<file path="src/rtl/pixel_unpacker.sv">
// Packed monochrome word FIFO feeding an MSB-first pixel shifter for a timing generator.
// Optional underflow counter port enabled by defining PIXEL_UNPACKER_UNDERFLOW_CNT_EN.
module pixel_unpacker #(
    parameter int WORD_W = 16,
    parameter int DEPTH  = 4
) (
    input  logic                     clk_25mhz,
    input  logic                     rst,
    input  logic [WORD_W-1:0]        wr_data,
    input  logic                     wr_sof,
    input  logic                     wr_valid,
    output logic                     wr_ready,
    input  logic                     flush,
    input  logic                     fifo_read,
    output logic                     pix_data,
    output logic                     pix_empty,
    output logic                     pix_sof,
`ifdef PIXEL_UNPACKER_UNDERFLOW_CNT_EN
    output logic [15:0]              underflow_cnt,
`endif
    output logic [$clog2(DEPTH):0]   level
);

    localparam int AW = $clog2(DEPTH);
    localparam int LW = AW + 1;
    localparam int IW = $clog2(WORD_W);

    logic [WORD_W:0]   mem [DEPTH];
    logic [AW-1:0]     wr_ptr_r;
    logic [AW-1:0]     rd_ptr_r;
    logic [LW-1:0]     level_r;
    logic [WORD_W-1:0] shreg_r;
    logic [IW-1:0]     bit_idx_r;
    logic              sof_r;
    logic              loaded_r;

    logic              fifo_nonempty_s;
    logic              last_bit_s;
    logic              read_s;
    logic              pop_s;
    logic              wr_ready_s;
    logic              wr_fire_s;
    logic [WORD_W:0]   head_s;

    // Handshake and pop decisions; a reload at the last bit keeps the pixel stream bubble-free.
    always_comb begin
        fifo_nonempty_s = (level_r != {LW{1'b0}});
        last_bit_s      = (bit_idx_r == IW'(WORD_W - 1));
        read_s          = fifo_read && loaded_r;
        pop_s           = fifo_nonempty_s && (!loaded_r || (read_s && last_bit_s));
        wr_ready_s      = (level_r < LW'(DEPTH)) && !flush;
        wr_fire_s       = wr_valid && wr_ready_s;
        head_s          = mem[rd_ptr_r];
    end

    // Entry storage; contents need no reset since level gates every read.
    always_ff @(posedge clk_25mhz) begin
        if (wr_fire_s) begin
            mem[wr_ptr_r] <= {wr_sof, wr_data};
        end else begin
            mem[wr_ptr_r] <= mem[wr_ptr_r];
        end
    end

    // FIFO pointers and occupancy.
    always_ff @(posedge clk_25mhz or posedge rst) begin
        if (rst) begin
            wr_ptr_r <= {AW{1'b0}};
            rd_ptr_r <= {AW{1'b0}};
            level_r  <= {LW{1'b0}};
        end else if (flush) begin
            wr_ptr_r <= {AW{1'b0}};
            rd_ptr_r <= {AW{1'b0}};
            level_r  <= {LW{1'b0}};
        end else begin
            if (wr_fire_s) begin
                wr_ptr_r <= wr_ptr_r + {{(AW-1){1'b0}}, 1'b1};
            end else begin
                wr_ptr_r <= wr_ptr_r;
            end
            if (pop_s) begin
                rd_ptr_r <= rd_ptr_r + {{(AW-1){1'b0}}, 1'b1};
            end else begin
                rd_ptr_r <= rd_ptr_r;
            end
            level_r <= level_r + {{AW{1'b0}}, wr_fire_s} - {{AW{1'b0}}, pop_s};
        end
    end

    // Output shift stage.
    always_ff @(posedge clk_25mhz or posedge rst) begin
        if (rst) begin
            shreg_r   <= {WORD_W{1'b0}};
            bit_idx_r <= {IW{1'b0}};
            sof_r     <= 1'b0;
            loaded_r  <= 1'b0;
        end else if (flush) begin
            bit_idx_r <= {IW{1'b0}};
            loaded_r  <= 1'b0;
        end else if (pop_s) begin
            shreg_r   <= head_s[WORD_W-1:0];
            sof_r     <= head_s[WORD_W];
            bit_idx_r <= {IW{1'b0}};
            loaded_r  <= 1'b1;
        end else if (read_s) begin
            if (last_bit_s) begin
                bit_idx_r <= {IW{1'b0}};
                loaded_r  <= 1'b0;
            end else begin
                shreg_r   <= {shreg_r[WORD_W-2:0], 1'b0};
                bit_idx_r <= bit_idx_r + {{(IW-1){1'b0}}, 1'b1};
            end
        end else begin
            loaded_r <= loaded_r;
        end
    end

`ifdef PIXEL_UNPACKER_UNDERFLOW_CNT_EN
    logic [15:0] underflow_cnt_r;

    // Counts pops requested while no pixel is available, saturating.
    always_ff @(posedge clk_25mhz or posedge rst) begin
        if (rst) begin
            underflow_cnt_r <= 16'h0000;
        end else if (flush) begin
            underflow_cnt_r <= 16'h0000;
        end else if (fifo_read && !loaded_r && (underflow_cnt_r != 16'hFFFF)) begin
            underflow_cnt_r <= underflow_cnt_r + 16'h0001;
        end else begin
            underflow_cnt_r <= underflow_cnt_r;
        end
    end

    assign underflow_cnt = underflow_cnt_r;
`endif

    assign wr_ready  = wr_ready_s;
    assign pix_data  = shreg_r[WORD_W-1];
    assign pix_empty = !loaded_r;
    assign pix_sof   = loaded_r && sof_r && (bit_idx_r == {IW{1'b0}});
    assign level     = level_r;

endmodule
</file>
<file path="config.mk">
export PLATFORM = sky130hd
export DESIGN_NAME = pixel_unpacker
export DESIGN_NICKNAME = d
export VERILOG_FILES = /design/src/rtl/pixel_unpacker.sv
export SDC_FILE = /design/constraint.sdc
export NUM_CORES = 1
export LEC_CHECK = 0
export ABC_AREA = 1
export CORE_ASPECT_RATIO = 0.75
export CORE_MARGIN = 1
export CORE_UTILIZATION = 27
export CTS_CLUSTER_SIZE = 12
export DETAILED_ROUTE_END_ITERATION = 8
export GPL_TIMING_DRIVEN = 1
export HOLD_SLACK_MARGIN = 0.02
export RECOVER_POWER = 50
export SLEW_MARGIN = 10
export SYNTH_ARGS = -nofsm -noshare
export SYNTH_HDL_FRONTEND = slang
export SYNTH_SLANG_ARGS = --single-unit
</file>
<file path="constraint.sdc">
create_clock -name clk_25mhz -period 2.6 [get_ports clk_25mhz]
set_clock_uncertainty 0.2 [all_clocks]
set_input_delay 0.52 -clock clk_25mhz [delete_from_list [all_inputs] [get_ports clk_25mhz]]
set_output_delay 0.52 -clock clk_25mhz [all_outputs]
set_load 0.005 [all_outputs]
</file>
==> qor.yml <==
syn_nets: 500
diodes: 0
clock-sinks: 97
io_buffers: 28
multiInputGateArea_um2: 1300
timing.fmax_ghz: 0.401
die_y_um: 114
synthFlopType: "edfxtp_1"
final-hold-violation-count: 0
p_int_mw: 3.30
core_um2: 16100
ff2ff_path_depth: 12
cts_setup_buffers: 0
path_max_fanout: 2
insertion_delay_ns: 0.34
tns_ns: 0
yosys-top-cells-count: "152 x nand2_1, 79 x inv_1, 73 x nand3_1"
final_nets: 537
maxSlewViolCount: 30
hold_class: "flop to flop"
hold_slack_ns: 0.296
r2r-start: "bit_idx_r[0]"
ctsResizeCount: 0
p_per_area_nw_per_um2: 934
switching_share_pct: 34.4
clkPwrFrac_pct: 27.3
crit_arrival_ns: 1.78
grt_util_all_layers_pct: 12.1
grt_max_degree: 37
synth_top_area_share_pct: 45.6
postCtsHoldBufs: 0
ir_drop_uv: 434
rsz0062_at_grt: "false"
area.growth.synth_to_final_pct: 20.3
power_mw: 5.03
hp-start: "sof_r"
drt_iter0_markers: 135
worst-r2r-setup-slack_ns: 0.24
nFillCells: 1604
synth-edff-count: 68
status: "complete, but fails checks"
setup_violations: 0
cts_tree: "done"
overflow: 0
power.switching_mw: 1.73
drt_drc_violations_left: 0
avgSynthCellArea_um2: 9.55
drive_above_1_share_pct: 7.24
register_area_um2: 2770
antenna_found_initial: 0
seqPwrFrac_pct: 39.4
period_needed_ns: 2.50
synth_cells: 469
leakage_nw: 2.46
worstPathRequired_ns: 1.88
grt_pass1_vias: 3291
initial_core_util_pct: 27.8
hpwl_um: 6000
synthArstFlopShare_pct: 29.9
grt_first_pass_wirelength_um: 15700
fin_crit_sh_pct: 96.0
ys_ff_latch: 97
worst_slew_pin_slew_ns: 1.61
vias: 3153
failed_checks: "capacitance limit, slew limit"
path_class: "input port to output pin"
clk_path_buf_depth: 2
synth_top_area_cell: "edfxtp_1"
wl_per_cell_um: 13.0
max_cap_viol_count: 1
ios: 29
die_w_um: 151
synth_area_um2: 4480
relSlewSlack_pct: -7.36
drt_pass1_iterations: 6
clk_pin_slew_ns: 0.06
crit_end: "wr_ready"
critPathLaunchType: "input port"
worstSetupStartpoint: "flush"
synth.distinct_cells: 25
yosys_warnings: 0
gp_congestion: 0.755
rows: 40
yosys-top-cells-area: "edfxtp_1 46%, dfrtp_1 16%, nand2_1 13%, nand3_1 8.2%, inv_1 6.6%"
cts_root_buf: "clkbuf_16"
critPathCaptureType: "output pin"
ys_seq_area_share_pct: 61.8
drt_wl_total_um: 9410
cts-buffers-inserted: 9
fp.dieArea_um2: 17100
drt-vias-per-instance: 4.37
final_antenna_net_count: 0
power_frac_comb_pct: 33.3
cts_max_level: 3
r2r-end: "level[2]"
yosysMostFrequentCell: "nand2_1"
## how the worst min path moves through the flow
stage,end,depth (start not counted)
floorplan,sof_r,2
detailed placement,sof_r,2
global placement,sof_r,2
finish,sof_r,2
global route,sof_r,2
CTS,sof_r,2
## through the flow
| step | instances | worst slack [ns] | util (%) | area [µm²] |
|---|---|---|---|---|
| after detailed placement | 705 | -0.116 | 31.6 | 5080 |
| after global routing | 721 | 0.0458 | 33.4 | 5390 |
| after CTS | 721 | 0.0843 | 33.5 | 5400 |
| final | 721 | 0.104 | 33.4 | 5390 |
| after global placement | 705 | -0.0966 | 31.6 | 5080 |
| after floorplan | 469 | 0.253 | - | 4480 |
## metal layers
| metal | track usage (%) | routed length [µm] |
|---|---|---|
| met5 | 0 | 0 |
| met4 | 4.20 | 61 |
| met3 | 3.12 | 368 |
| met2 | 19.5 | 4320 |
| met1 | 15.6 | 4650 |
## area by class of cell
cell class,instances,share of cell area (%)
multi-input cells,273,24.1
inverters,81,5.64
clock inverters,7,1.58
well taps,210,4.88
flip-flops and latches,97,51.4
clock buffers,9,4.18
repair buffers,44,8.22
## power by group through the flow
stage	sequential (mW)	clock, mW	combinational, mW
6_report	1.98	1.37	1.67
4_1_cts	1.99	1.41	1.69
3_5_place_dp	2.02	0	1.69
5_1_grt	2.01	1.46	1.94
2_1_floorplan	1.99	0	1.21
3_3_place_gp	2.01	0	1.64
## layout by cell type (no fill, tap or decap)
cell type and count:
clkbuf_16 9, buf_12 4, clkinvlp_4 1, inv_1 79, bufinv_16 2, o22ai_1 1, o21ai_0 7, nand4_2 1
xor2_1 4, nand2_2 3, nand3_1 73, fa_1 1, a31oi_1 1, nor2_1 13, ha_1 8, xnor2_1 1
dfrtp_1 29, clkbuf_1 2, inv_2 2, edfxtp_1 68, dlygate4sd3_1 17, nor3b_1 1, nand3_4 1, buf_4 10
nand4_1 4, clkdlybuf4s50_1 11, nand2_4 2, clkinv_1 2, nand2_1 152, clkinv_2 2
## registers in the layout, summed over array words and instances (netlist names)
| name | cells |
|---|---|
| rd_ptr_r | 2 |
| shreg_r | 16 |
| bit_idx_r | 4 |
| level | 3 |
| loaded_r | 1 |
| mem | 68 |
| wr_ptr_r | 2 |
| sof_r | 1 |
## cell families (layout without fill, tap and decap cells)
logic type / Yosys count / in the layout / synth area share [%]
flip-flops: 97 / 97 / 61.8
AO/OA/AOI/OAI: 9 / 9 / 1.06
buffers and inverters: 99 / 141 / 9.14
XOR/XNOR: 5 / 5 / 0.978
adder cells (fa/ha/maj): 9 / 9 / 2.68
AND/OR/NAND/NOR: 250 / 250 / 24.3
## worst max-delay path, cell delays in order
cell and delay, ns:
clkdlybuf4s50_1 0.43, nor2_1 0.18, buf_4 0.15, clkdlybuf4s50_1 0.49
Power figures use the tool's default switching activity.
